## config.mk

```make
export PLATFORM = sky130hd
export DESIGN_NAME = jtag_scan_master
export DESIGN_NICKNAME = d
export VERILOG_FILES = /design/src/rtl/jtag_pkg.sv /design/src/rtl/jtag_tap_fsm.sv /design/src/rtl/jtag_scan_master.sv
export SDC_FILE = /design/constraint.sdc
export NUM_CORES = 1
export LEC_CHECK = 0
export BUFFER_PORTS_ARGS = -buffer_cell sky130_fd_sc_hd__buf_2
export CAP_MARGIN = 10
export CELL_PAD_IN_SITES_DETAIL_PLACEMENT = 1
export CELL_PAD_IN_SITES_GLOBAL_PLACEMENT = 1
export CORE_MARGIN = 2
export CORE_UTILIZATION = 37
export CTS_CLUSTER_SIZE = 14
export DETAILED_ROUTE_END_ITERATION = 6
export PLACE_DENSITY_LB_ADDON = 0.1
export SYNTH_ARGS = -nofsm -noshare
export SYNTH_HDL_FRONTEND = slang
export SYNTH_SLANG_ARGS = --single-unit
```

## constraint.sdc

```tcl
create_clock -name TCLK -period 1.7 [get_ports TCLK]
set_input_delay 0.34 -clock TCLK [delete_from_list [all_inputs] [get_ports TCLK]]
set_output_delay 0.34 -clock TCLK [all_outputs]
set_load 0.01 [all_outputs]
```

## src/rtl/jtag_pkg.sv

```systemverilog
// Shared JTAG scan-master types: tracked TAP states, field widths and the TAP transition function.
// The transition function is shared so the master can look one edge ahead of the tracker.
package jtag_pkg;

   localparam int LEN_W      = 8;
   localparam int TLR_CYCLES = 5;

   typedef enum logic [2:0] {
      TLR_SEQ,
      IDLE,
      SEL_DR,
      SEL_IR,
      CAPTURE,
      SHIFT,
      EXIT1,
      UPDATE
   } tap_state_t;

   // Pause states are never entered by this master; EXIT1 with TMS=0 falls back into SHIFT.
   function automatic tap_state_t tap_next(input tap_state_t s, input logic tms);
      tap_state_t n;
      case (s)
         TLR_SEQ: n = tms ? TLR_SEQ : IDLE;
         IDLE:    n = tms ? SEL_DR  : IDLE;
         SEL_DR:  n = tms ? SEL_IR  : CAPTURE;
         SEL_IR:  n = tms ? TLR_SEQ : CAPTURE;
         CAPTURE: n = tms ? EXIT1   : SHIFT;
         SHIFT:   n = tms ? EXIT1   : SHIFT;
         EXIT1:   n = tms ? UPDATE  : SHIFT;
         UPDATE:  n = tms ? SEL_DR  : IDLE;
         default: n = TLR_SEQ;
      endcase
      return n;
   endfunction

endpackage

```

## src/rtl/jtag_tap_fsm.sv

```systemverilog
// Mirror of the target TAP controller, advanced by the TMS value the target samples each edge.
// One edge of latency from TMS to state; no backpressure.
module jtag_tap_fsm
   import jtag_pkg::*;
(
   input  logic       TCLK,
   input  logic       TRST,
   input  logic       TMS,
   output tap_state_t state
);

   tap_state_t state_d;

   always_comb begin
      state_d = tap_next(state, TMS);
   end

   always_ff @(posedge TCLK or negedge TRST) begin
      if (!TRST) begin
         state <= TLR_SEQ;
      end else begin
         state <= state_d;
      end
   end

endmodule

```

## src/rtl/jtag_scan_master.sv

```systemverilog
// JTAG scan master: TLR reset sequence, then IR/DR scans of 0..255 bits; TDO capture under JTAG_TDO_CAPTURE_EN.
// Scan of N bits takes N+5 edges (N+6 for IR); din is never waited on -- a missing bit shifts 0 and sets underrun.
module jtag_scan_master
   import jtag_pkg::*;
(
   input  logic             TCLK,
   input  logic             TRST,
   input  logic             cmd_valid,
   output logic             cmd_ready,
   input  logic             cmd_ir,
   input  logic [LEN_W-1:0] cmd_len,
   input  logic             din,
   input  logic             din_valid,
   output logic             din_ready,
   output logic             dout,
   output logic             dout_valid,
   output logic             done,
   output logic             underrun,
   output logic             TMS,
   output logic             TDI,
   input  logic             TDO
);

   tap_state_t       state;
   tap_state_t       state_nxt;
   logic [LEN_W-1:0] cnt;
   logic [2:0]       tlr_cnt;
   logic             busy;
   logic             ir;
   logic             zero_pend;
   logic             accept;
   logic             done_d;
   logic             tms_d;

   jtag_tap_fsm u_tap (
      .TCLK  (TCLK),
      .TRST  (TRST),
      .TMS   (TMS),
      .state (state)
   );

   // TMS is registered, so the value chosen now is sampled by the target on the following edge,
   // when it will already be in state_nxt.
   assign state_nxt = tap_next(state, TMS);
   assign cmd_ready = (state == IDLE) && !busy;
   assign accept    = cmd_valid && cmd_ready;
   assign din_ready = (state_nxt == SHIFT);
   assign done_d    = ((state == UPDATE) && (state_nxt == IDLE)) || zero_pend;

   always_comb begin
      tms_d = 1'b0;
      case (state_nxt)
         TLR_SEQ: tms_d = (tlr_cnt != 3'(TLR_CYCLES - 1));
         IDLE:    tms_d = accept && (cmd_len != '0);
         SEL_DR:  tms_d = ir;
         SHIFT:   tms_d = (cnt == LEN_W'(1));
         EXIT1:   tms_d = 1'b1;
         default: tms_d = 1'b0;
      endcase
   end

   always_ff @(posedge TCLK or negedge TRST) begin
      if (!TRST) begin
         TMS       <= 1'b1;
         TDI       <= 1'b0;
         cnt       <= '0;
         tlr_cnt   <= '0;
         busy      <= 1'b0;
         ir        <= 1'b0;
         zero_pend <= 1'b0;
         done      <= 1'b0;
         underrun  <= 1'b0;
      end else begin
         TMS       <= tms_d;
         tlr_cnt   <= ((state == TLR_SEQ) && TMS) ? tlr_cnt + 3'd1 : 3'd0;
         zero_pend <= accept && (cmd_len == '0);
         done      <= done_d;
         if (accept) begin
            busy     <= 1'b1;
            ir       <= cmd_ir;
            cnt      <= cmd_len;
            underrun <= 1'b0;
         end else if (done_d) begin
            busy <= 1'b0;
         end
         // Each consumed bit lands on TDI one edge before the target shifts it.
         if (din_ready) begin
            TDI <= din_valid & din;
            if (!din_valid) begin
               underrun <= 1'b1;
            end
            if (cnt != '0) begin
               cnt <= cnt - LEN_W'(1);
            end
         end else begin
            TDI <= 1'b0;
         end
      end
   end

`ifdef JTAG_TDO_CAPTURE_EN
   always_ff @(posedge TCLK or negedge TRST) begin
      if (!TRST) begin
         dout       <= 1'b0;
         dout_valid <= 1'b0;
      end else begin
         dout_valid <= (state == SHIFT);
         dout       <= (state == SHIFT) ? TDO : 1'b0;
      end
   end
`else
   logic tdo_unused;
   assign tdo_unused = TDO;
   assign dout       = 1'b0;
   assign dout_valid = 1'b0;
`endif

endmodule

```

==> results of run 1 <==
-- repair_timing --
item                                    CTS  global route
cloned                                    0             0
buffers inserted                          1             9
endpoints found under the setup margin    4             4
hold endpoints to repair                 20             0
resized for setup                        11             5
pin swaps                                 1             5
hold buffers                              1             0
-- synth_stat cells, types with 2 or more instances --
cell type  number  area [µm²]
o21ai_0         2        10.0
buf_4           3        22.5
ha_1            4        50.1
o32ai_1         3        26.3
a221oi_1        3        26.3
inv_1          10        37.5
xnor2_1         2        17.5
nor3_1          5        25.0
mux2i_1         2        20.0
o22ai_1         3        18.8
nand2b_1        3        18.8
nor4_1          4        25.0
nor2b_1         2        12.5
dfrtp_1        20         500
a211oi_1        2        15.0
nor2_1          8        30.0
nand2_1        11        41.3
a21oi_1         6        30.0
-- per-stage QoR --
step	hold WS (ns)	power (µW)	setup WS (ns)	cells
6_report	0.226	788	-0.0235	210
5_1_grt	0.228	817	-0.0994	210
4_1_cts	0.209	802	0.00368	201
3_5_place_dp	0.333	546	-0.00492	195
3_3_place_gp	0.324	545	0.0358	195
2_1_floorplan	0.0444	519	-0.0644	118
-- cell families (layout without fill, tap and decap cells) --
kind of cell	count (synthesis)	count (layout)
AND/OR/NAND/NOR	42	42
AO/OA/AOI/OAI	28	28
flip-flops	21	21
buffers and inverters	15	63
adder cells (fa/ha/maj)	4	4
XOR/XNOR	3	3
multiplexers	3	3
other	1	2
-- final cells by class --
class	instances	area, µm²
flip-flops and latches	21	529
well taps	44	55.1
clock buffers	3	22.5
fillers	354	1380
multi-input cells	82	651
repair buffers	49	348
clock inverters	1	5.00
inverters	10	40.0
-- metal layers --
| layer | track usage (%) | wire length (µm) | vias up |
|---|---|---|---|
| met5 | 0 | 0 | - |
| met4 | 7.14 | 65 | 0 |
| met3 | 4.69 | 100 | 8 |
| met2 | 36.6 | 1930 | 23 |
| met1 | 22.3 | 1380 | 535 |
| li1 | - | - | 522 |
-- report_power, final --
group          internal (µW)  total (µW)  leakage, µW  switching, µW
Clock                   87.9         250    0.0000177            162
Sequential               501         501     0.000270          0.563
Combinational           14.3        36.9     0.000517           22.6
-- critical path, delay by kind of cell, from the launching register on --
kind               cells  cell delay (ns)
and+or+nand+nor        2             0.82
DFF                    1             0.42
AOI/OAI and AO/OA      2             0.40
-- path summary, 6_finish.rpt --
| kind | from | end | slack [ns] | cells past startpoint |
|---|---|---|---|---|
| max | cnt[5] | TMS | -0.02 | 4 |
| min | cmd_ir | ir | 0.23 | 3 |
| max reg2reg | cnt[5] | TMS | -0.02 | 4 |
| min reg2reg | tlr_cnt[0] | tlr_cnt[0] | 0.47 | 1 |
| max in group asynchronous | TRST | u_tap.state[2] | 0.84 | 2 |
| min in group asynchronous | TRST | underrun | 0.51 | 2 |
-- registers in the layout (all words and copies together) (netlist names) --
register / flops
tlr_cnt: 3
u_tap.state: 3
ir: 1
TDI: 1
underrun: 1
cnt: 8
done: 1
busy: 1
TMS: 1
zero_pend: 1
==> results summary, run 1 <==
The antenna violation net count after detailed routing is 0. The compound-gate portion of the synthesized area is 18.1%. The minimum period implied by the final worst setup slack came out at 1.72 ns. After synthesis, flip-flops and latches occupy roughly 45% of the total area. The achievable frequency came out at between 500 and 600 MHz. The detailed router finished its first iteration with 31 violations. The peak supply drop came out at between 300 and 400 µV. The post-synthesis instance total came out at 117.

STA classifies the critical path startpoint as a flip-flop. The via count of the first global-routing pass came to between 1000 and 1500. STA classifies the critical path endpoint as a flip-flop. The detailed placer's ending HPWL came out at about 2500 µm.

The signal on the critical path passes through or4_4 -> nor4b_4 -> a22oi_2 -> o32ai_2. For this run, the number of Yosys warnings is 0. Power spread over the standard cell area amounts to approximately 480 nW/µm². The max capacitance violation total is 0. The average routed wire per standard cell came out at 16.5 µm.

The maximum single-stage delay on the critical path came out at about 0.57 ns. The count of flip-flops with a built-in enable after synthesis is 0. At the end of the flow, the number of nets in the layout was between 150 and 200. The top flip-flop cell by instance count after synthesis is dfrtp_1. Measured on the finished design, the core utilization comes to between 50% and 60%. The final reports fail on setup timing.

The largest individual stage delay along the critical path comes from the cell or4_4. The total number of vias came out at about 1100. The number of inserted diodes is 0. During placement, the flow inserted port buffers numbering 19. The area of all placed cells without fillers came out at between 1500 and 2000 µm². In this run the worst path has a maximum fanout of 3.

The number of distinct library cells after synthesis is 42. The flow ran to the end, but the final reports show violations. The leakage power is a little over 0.0008 µW. The total overflow left after global routing is 0. The congestion estimate from routability-driven global placement came to between 0.8 and 0.9. After clock tree synthesis, the clock-pin slew on the worst setup and hold paths is 0.12 ns.

In this run the core area contains 20 standard-cell rows. The flip-flop and latch count after synthesis came out at 21. In this run the worst hold path is classified as in2reg. Leaving out fill and tap cells, the most frequent cell in the layout is buf_4. CTS placed an instance of clkbuf_4 at the clock tree root. The number of hold violations in the final report is 0. Across the routed clock network, the largest skew measured is 0.00444 ns. 23 I/O pins were placed. Once placement finished, the instance area stood at about 1500 µm².

TritonCTS built the clock tree. The share of synthesized cell area in full adder, half adder and majority cells is 4.25%. The multiplexer share of the synthesized area is between 2 and 3%. The growth of design area from synthesis to finish is 40.2%. The required time of the worst setup path is 1.92 ns. The count of pins over their slew limit is 0. The number of antenna violations at the first check in global routing came out at 0. Of all flip-flops after synthesis, the portion carrying an async set or reset was 100%.

The number of levels in the clock H-tree came out at 1. Setup violations remaining at the end of the flow were counted as 1. Setup repair after global routing could not meet its margin everywhere. For this configuration, the core starts out at a cell density of approximately 39%. By area, the combinational part of the netlist is dominated by simple AND/OR/NAND/NOR gates. The signal arrival time at the worst endpoint came out at roughly 2 ns. The worst path setup slack after routing is -0.0235 ns. The die extent in x came out at 60.4 µm. The number of detailed-routing iterations run before antenna repair came out at 4.

The floorplan step defined a die boundary enclosing 3650 µm². The remaining routing DRC violations is 0. The library cells used most frequently in the layout, excluding fill and tap cells, are buf_4, dfrtp_1, buf_2. The number of clock buffers added by TritonCTS is 3. The worst setup path is of the reg2reg kind. The clock passes through at most 2 buffers. Of the total synthesized cell area, the portion taken by XOR and XNOR cells is between 2 and 2.5%. The floorplan step defined a core boundary enclosing roughly 3000 µm². The global-route wire length before repair is about 5200 µm. The final layout contains routed wiring with a total length of 3470 µm. The share of the clock period used by the worst path after layout came out at 101%. Summing the areas of all and, or, nand and nor instances in the mapped netlist gives between 20% and 30% of the synthesized area. Clock latency on the worst-skew pair, taken at its later pin, is a little over 0.3 ns. The via-per-instance ratio is about 5.2. The final-layout setup total negative slack came out at -0.0235 ns.

The clock net sink count is 21. The pin count of the biggest net entering global routing is 22. The total global routing track utilization is about a fifth. In this run the vertical extent of the chip is 60.4 µm. The share of cells above drive strength 1 is about 43%. The cell area after technology mapping came out at approximately 1200 µm².

The mean instance size in the synthesized netlist is 10.1 µm².
No activity file was read; power rests on OpenSTA's default activity.
==> inputs of run 2 (changes only) <==
--- a/config.mk
+++ b/config.mk
@@ -16,4 +16,5 @@
 export PLACE_DENSITY_LB_ADDON = 0.1
 export SYNTH_ARGS = -nofsm -noshare
 export SYNTH_HDL_FRONTEND = slang
+export SYNTH_HIERARCHICAL = 1
 export SYNTH_SLANG_ARGS = --single-unit
==> run 2 against run 1 <==
  * The run still ends with setup timing left
  * Wire length up 11%
  * First-iteration DRC count up 23%
  * Design area up 13%
  * Largest cell class unchanged
  * Via count rose by 12%
  * Power is 0.65% higher
  * Maximum frequency fell by 13%
  * Synthesized cell count is 13% higher
==> results summary, run 2 <==
Result of the run: complete, but fails checks (unchanged). Violated checks: setup timing (unchanged). The category of the critical setup timing path is reg2out (was reg2reg). The share of the clock period used by the worst path after layout came to 117% (was 101%). The number of fill cells in the layout came to 396 (was 354). The number of warnings reported in the yosys synthesis log is 6 (was 0). The largest area contributor in the netlist was dfrtp_1 (unchanged). The peak supply drop came out at 313 µV (was 319 µV).

The final net count is 211 (was 186). The count of input and output buffers was 19 (unchanged). The die height is 62.4 µm (was 60.4 µm). The minimum period implied by the final worst setup slack was 1.99 ns (was 1.72 ns). The final hold slack came out at 0.216 ns (was 0.226 ns). The CTS buffer count came out at 3 (unchanged). The worst path setup slack after routing came out at -0.289 ns (was -0.0235 ns).

The largest fanout on the critical path is 3 (unchanged). The register name with the most flops is cnt (unchanged). The flip-flop and latch count after synthesis is 21 (unchanged). The instance area after placement came out at 1610 µm² (was 1460 µm²). The via-per-instance ratio is 5.19 (was 5.18). The power per cell area is 423 nW/µm² (was 477 nW/µm²). The clock net sink count came out at 21 (unchanged). The required time of the worst setup path was 1.36 ns (was 1.92 ns). The buffer cell driving the clock tree root was clkbuf_4 (unchanged). The number of antenna violations at the first check in global routing came out at 0 (unchanged). The clock tree from TritonCTS was built (unchanged). The fraction of post-synthesis cell area in the top cell type by area is 39.7% (was 42.5%).

The number of distinct library cells after synthesis came out at 43 (was 42). The number of detailed-routing iterations run before antenna repair came out at 4 (unchanged). The kind of end point of the critical path was an output port (was flip-flop).

The antenna violation net count after detailed routing is 0 (unchanged). The full die area was 3890 µm² (was 3650 µm²). The leakage power is 0.000850 µW (was 0.000805 µW).

The count of flip-flops with a built-in enable after synthesis came out at 0 (unchanged). The pre-CTS setup slack came out at -0.131 ns (was -0.00492 ns). Largest cells by area after synthesis: dfrtp_1, ha_1, a211oi_1 (was dfrtp_1, ha_1, nand2_1). The total number of vias is 1215 (was 1088). The most frequent cell after synthesis is dfrtp_1 (unchanged).

Largest registers in the final layout: cnt: 8 flops, tlr_cnt: 3 flops, u_tap/state: 3 flops (was cnt: 8 flops, tlr_cnt: 3 flops, u_tap.state: 3 flops). The maximum clock skew at final layout came out at 0.00687 ns (was 0.00444 ns). The final global-route overflow total came out at 0 (unchanged). The pin count of the biggest net entering global routing is 22 (unchanged).

Most instantiated cells after synthesis: dfrtp_1, nor2_1, nand2_1 (was dfrtp_1, nand2_1, inv_1). The total design power is 793 µW (was 788 µW). The post-CTS clock slew at the launch and capture registers of the worst setup and hold paths came out at 0.13 ns (was 0.12 ns). The number of hold violations in the final report is 0 (unchanged). The wire length after detailed routing is 3870 µm (was 3470 µm). The max capacitance violation total was 0 (unchanged). Measured against its own limit, the worst slew margin works out to approximately 67%. The total global routing track utilization came out at 21.5% (was 19.9%). The post-layout utilization of the core came out at 56.6% (was 54.5%). The site row count is 21 (was 20). The global-route wire length before repair is 6520 µm (was 5220 µm). The top flip-flop cell by instance count after synthesis was dfrtp_1 (unchanged). Most frequent cells in the layout: buf_4, dfrtp_1, buf_2 (unchanged). The achievable frequency is 503 MHz (was 580 MHz). The share of cells above drive strength 1 was 49.5% (was 42.8%). The signal arrival time at the worst endpoint came to 1.65 ns (was 1.95 ns). The number of buffers between clock root and the deepest sink came to 2 (unchanged). The leading cell type in the layout, fill and taps excluded is buf_4 (unchanged).

The average routed wire per standard cell is 16.5 µm (about the same). The clock insertion delay at the later pin of the skew report came out at 0.31 ns (about the same). Unrepaired setup endpoints after global routing: yes (unchanged). The total setup violations reported at the end of the flow is 12 (was 1).

The die extent in x is 62.4 µm (was 60.4 µm). The growth of design area from synthesis to finish was 48.5% (was 40.2%). The top-level port count is 23 (unchanged). The via count of the first global-routing pass is 1355 (was 1101). The sequential cell area fraction in the yosys report is 41.8% (was 44.7%). The number of DRC markers after the initial detailed-route iteration is 38 (was 31). The initial cell density of the core came out at 38.1% (was 38.9%).

The area of the core is 3310 µm² (was 3030 µm²). The remaining routing DRC violations came out at 0 (unchanged). The measured slew at the worst slew-check pin came out at approximately 0.5 ns. The detailed placer's ending HPWL is 2650 µm (was 2480 µm).

The type of the worst min-delay path is in2reg (unchanged). The flip-flop count of the largest register after layout came out at 8 (unchanged). The number of levels in the clock H-tree is 1 (unchanged). The number of inserted diodes was 0 (unchanged). The weighted congestion at the end of routability-driven global placement came out at 0.784 (was 0.840). The cell area after technology mapping is 1260 µm² (was 1180 µm²). The area of all placed cells without fillers is 1870 µm² (was 1650 µm²). The element type at the critical path start is a flip-flop (unchanged). The mean instance size in the synthesized netlist is 9.55 µm² (was 10.1 µm²).

The post-synthesis instance total came out at 132 (was 117). The share of async-settable or async-resettable flops after synthesis is 100% (unchanged). The count of pins over their slew limit came to 0 (unchanged).
## run 2: routing by layer
metal | vias to the layer above | GRT usage [%] | part of all wire [%]
li1 | 581 | - | -
met5 | - | 0 | 0
met1 | 604 | 24.0 | 38
met4 | 0 | 6.67 | 2.2
met3 | 8 | 2.52 | 2.5
met2 | 22 | 42.3 | 58
## run 2: through the flow
stage	TNS, ns	std cells
finish	-1.79	234
global placement	-0.222	216
detailed placement	-0.732	216
global route	-2.88	234
CTS	-1.10	230
floorplan	-0.0727	133
## run 2: logic make-up (layout without fill, tap and decap cells)
kind of cell / Yosys count / in the layout / synth area share, %
AND/OR/NAND/NOR: 51 / 51 / 23.2
AO/OA/AOI/OAI: 35 / 35 / 20.1
flip-flops: 21 / 21 / 41.8
buffers and inverters: 13 / 68 / 4.76
adder cells (fa/ha/maj): 7 / 7 / 6.94
XOR/XNOR: 3 / 3 / 2.08
other: 1 / 2 / 0.297
multiplexers: 1 / 1 / 0.794
## run 2: path summary, 6_finish.rpt
| kind | startpoint | end | slack [ns] | depth (start not counted) |
|---|---|---|---|---|
| min | din_valid | underrun | 0.22 | 2 |
| max | u_tap/state[0] | din_ready | -0.29 | 6 |
| max in group asynchronous | TRST | TMS | 0.83 | 2 |
| min in group asynchronous | TRST | u_tap/state[0] | 0.51 | 2 |
| min reg2reg | tlr_cnt[0] | tlr_cnt[0] | 0.46 | 1 |
| max reg2reg | u_tap/state[0] | TMS | -0.27 | 8 |
## run 2: cell type report
| cell class | instances | area (µm²) | area share [%] |
|---|---|---|---|
| multi-input combinational | 99 | 825 | 44.0 |
| clock buffer | 3 | 22.5 | 1.20 |
| timing repair buffer | 54 | 394 | 21.0 |
| inverter | 10 | 40.0 | 2.14 |
| sequential | 21 | 529 | 28.3 |
| tap | 46 | 57.6 | 3.07 |
| clock inverter | 1 | 5.00 | 0.267 |
## run 2: worst max-delay path: stages (launching register included)
cell	delay (ns)
dfrtp_1	0.45
xor2_1	0.20
o21ai_2	0.26
ha_4	0.19
o21ai_4	0.07
inv_4	0.07
buf_6	0.09
## run 2: what timing repair did
action | 4_1_cts | 5_1_grt
cloned | 1 | 0
setup buffers | 9 | 6
pin swaps | 14 | 7
endpoints found under the hold margin | 20 | 0
hold buffers | 1 | 0
resized for setup | 19 | 15
endpoints found under the setup margin | 11 | 18
## run 2: power by group
group	total, µW	internal, µW	switching (µW)
Clock	254	87.9	166
Sequential	501	501	0.537
Combinational	37.6	14.2	23.4
==> inputs of run 3 (changes only) <==
--- a/config.mk
+++ b/config.mk
@@ -10,11 +10,11 @@
 export CELL_PAD_IN_SITES_DETAIL_PLACEMENT = 1
 export CELL_PAD_IN_SITES_GLOBAL_PLACEMENT = 1
 export CORE_MARGIN = 2
-export CORE_UTILIZATION = 37
+export CORE_UTILIZATION = 44
 export CTS_CLUSTER_SIZE = 14
 export DETAILED_ROUTE_END_ITERATION = 6
 export PLACE_DENSITY_LB_ADDON = 0.1
 export SYNTH_ARGS = -nofsm -noshare
 export SYNTH_HDL_FRONTEND = slang
-export SYNTH_HIERARCHICAL = 1
 export SYNTH_SLANG_ARGS = --single-unit
+export TNS_END_PERCENT = 5
==> constraint.sdc (replaced) <==
create_clock -name TCLK -period 2.5 [get_ports TCLK]
set_input_delay 0.5 -clock TCLK [delete_from_list [all_inputs] [get_ports TCLK]]
set_output_delay 0.5 -clock TCLK [all_outputs]
set_load 0.01 [all_outputs]
==> run 3 against run 2 <==
  * The flow now finishes without violations
  * Clock power decreased by 30%
  * Sequential power shrank 32%
  * Wire length fell by 24%
  * First-iteration DRC count fell by 42%
  * Non-clock buffer count is 33 lower
  * Clock-buffer cell count stayed put
  * Utilization fell by 3.8 points
  * Highest routed layer unchanged
==> results summary, run 3 (same netlist as run 1, synthesis figures left out) <==
The clock insertion delay at the later pin of the skew report came out at 0.31 ns (about the same). The growth of design area from synthesis to finish is 12.1% (was 48.5%). The clock tree from TritonCTS was built (unchanged).

Unrepaired setup endpoints after global routing: no (was yes). The type of the worst min-delay path is in2async (was in2reg). The final global-route overflow total came to 0 (unchanged). Result of the run: completed (was complete, but fails checks).

The final net count is 158 (was 211). The number of buffers between clock root and the deepest sink came to 2 (unchanged). The number of detailed-routing iterations run before antenna repair is 4 (unchanged). The via count of the first global-routing pass is 1032 (was 1355). The number of placed cells counting well taps is 164 (was 216). The final hold slack is 0.118 ns (was 0.216 ns).

The wire length after detailed routing is 2960 µm (was 3870 µm). The initial cell density of the core came out at 47.1% (was 38.1%). The leading cell type in the layout, fill and taps excluded was dfrtp_1 (was buf_4).

The antenna violation net count after detailed routing is 0 (unchanged). The global-route wire length before repair came to 5040 µm (was 6520 µm). The CTS buffer count is 3 (unchanged). The max capacitance violation total came to 0 (unchanged). The largest fanout on the critical path came out at 7 (was 3).

The measured slew at the worst slew-check pin is 0.517 ns (was 0.500 ns). The final critical path takes up between 90% and 100% of the cycle. The post-layout utilization of the core is 52.8% (was 56.6%). The total number of vias was 1007 (was 1215). The die extent in x came out at 55.7 µm (was 62.4 µm). The kind of end point of the critical path is an output port (unchanged). The final non-filler cell total is 168 (was 234). The total global routing track utilization is 21.0% (was 21.5%). The post-cts gate resize count is 0 (was 19). The category of the critical setup timing path is reg2out (unchanged). The maximum clock skew at final layout came to 0.00322 ns (was 0.00687 ns).

The pin count of the biggest net entering global routing came out at 22 (unchanged). The register name with the most flops was cnt (unchanged). The worst relative slew slack was 65.2% (was 66.6%).

The leakage power came out at 0.000643 µW (was 0.000850 µW). The minimum period implied by the final worst setup slack is between 2 and 2.5 ns. The worst reg-to-reg path cell count is 7 (was 8). The clock net sink count is 21 (unchanged). The site row count came out at 18 (was 21).

The signal arrival time at the worst endpoint came out at 1.76 ns (was 1.65 ns). The number of buffers added for setup after CTS came out at 0 (was 9). The number of antenna violations at the first check in global routing is 0 (unchanged).

The post-CTS clock slew at the launch and capture registers of the worst setup and hold paths is 0.13 ns (about the same). The remaining routing DRC violations came out at 0 (unchanged). The power per cell area is 410 nW/µm² (was 423 nW/µm²). The achievable frequency came out at between 400 and 500 MHz. The buffer cell driving the clock tree root is clkbuf_4 (unchanged). The number of buffers inserted by hold repair at cts was 0 (was 1).

The via-per-instance ratio is 5.99 (was 5.19). The area of the core is 2500 µm² (was 3310 µm²). The number of DRC markers after the initial detailed-route iteration is 22 (was 38). The flip-flop count of the largest register after layout was 8 (unchanged). The weighted congestion at the end of routability-driven global placement came out at 0.798 (was 0.784). Most frequent cells in the layout: dfrtp_1, buf_2, nand2_1 (was buf_4, dfrtp_1, buf_2). The peak supply drop came out at 358 µV (was 313 µV). The die height came to 55.7 µm (was 62.4 µm). The required time of the worst setup path came out at 2.00 ns (was 1.36 ns). The register-to-register setup slack was 0.35 ns (was -0.27 ns). The count of input and output buffers is 19 (unchanged). The full die area came out at 3110 µm² (was 3890 µm²). The detailed placer's ending HPWL came out at 2280 µm (was 2650 µm). The number of levels in the clock H-tree came out at 1 (unchanged).

The share of cells above drive strength 1 was 23.9% (was 49.5%). The total setup violations reported at the end of the flow came out at 0 (was 12). The element type at the critical path start is a flip-flop (unchanged).

The average routed wire per standard cell is 17.6 µm (was 16.5 µm). The count of pins over their slew limit is 0 (unchanged). The number of inserted diodes is 0 (unchanged). Largest registers in the final layout: cnt: 8 flops, tlr_cnt: 3 flops, u_tap.state: 3 flops (was cnt: 8 flops, tlr_cnt: 3 flops, u_tap/state: 3 flops). The top-level port count is 23 (unchanged). The number of hold violations in the final report came out at 0 (unchanged).

The final-layout setup total negative slack is 0 ns (was -1.79 ns).
run 3: cell count changes in the layout (fill, tap and decap cells not counted), sizes merged, moves of 3 or more:
cell	before	now
a21o	5	1
a221oi	0	4
nor3	2	5
ha	7	4
nor3b	5	2
a211oi	10	2
o32ai	0	3
nor2	17	8
buf	53	21
run 3: area by class of cell:
| cell class | count | area [µm²] |
|---|---|---|
| Inverter | 10 | 37.5 |
| Timing Repair Buffer | 21 | 110 |
| Tap cell | 30 | 37.5 |
| Multi-Input combinational cell | 82 | 578 |
| Sequential cell | 21 | 527 |
| Clock buffer | 3 | 22.5 |
| Clock inverter | 1 | 7.51 |
| Fill cell | 299 | 1180 |
run 3: power by group:
part | total, µW | internal, µW | switching (µW)
Combinational | 23.4 | 8.67 | 14.7
Sequential | 341 | 341 | 0.361
Clock | 177 | 61.1 | 116
run 3: critical path, cell delays in order (launching register included):
cell and delay (ns):
dfstp_2 0.60, nand2b_1 0.22, nand2b_1 0.32, inv_1 0.14, buf_2 0.16
run 3: path summary, 6_finish.rpt:
kind | to | start
worst max register to register | cnt[5] | cnt[0]
worst min-delay path | busy | TRST
max in group asynchronous | TMS | TRST
min in group TCLK | underrun | din_valid
worst min register to register | tlr_cnt[0] | tlr_cnt[0]
worst max-delay path | din_ready | TMS
run 3: per-layer routing:
| metal | share of wire, % | global-route usage (%) |
|---|---|---|
| met3 | 4.6 | 4.65 |
| met1 | 44 | 25.9 |
| met5 | 0 | 0 |
| met4 | 1.8 | 6.97 |
| met2 | 50 | 36.1 |
run 3: per-stage QoR:
stage	area, µm²	worst slack, ns	power (µW)
5_1_grt	1320	0.129	564
2_1_floorplan	1180	0.569	353
4_1_cts	1320	0.223	547
3_3_place_gp	1290	0.528	370
3_5_place_dp	1290	0.409	371
6_report	1320	0.242	541
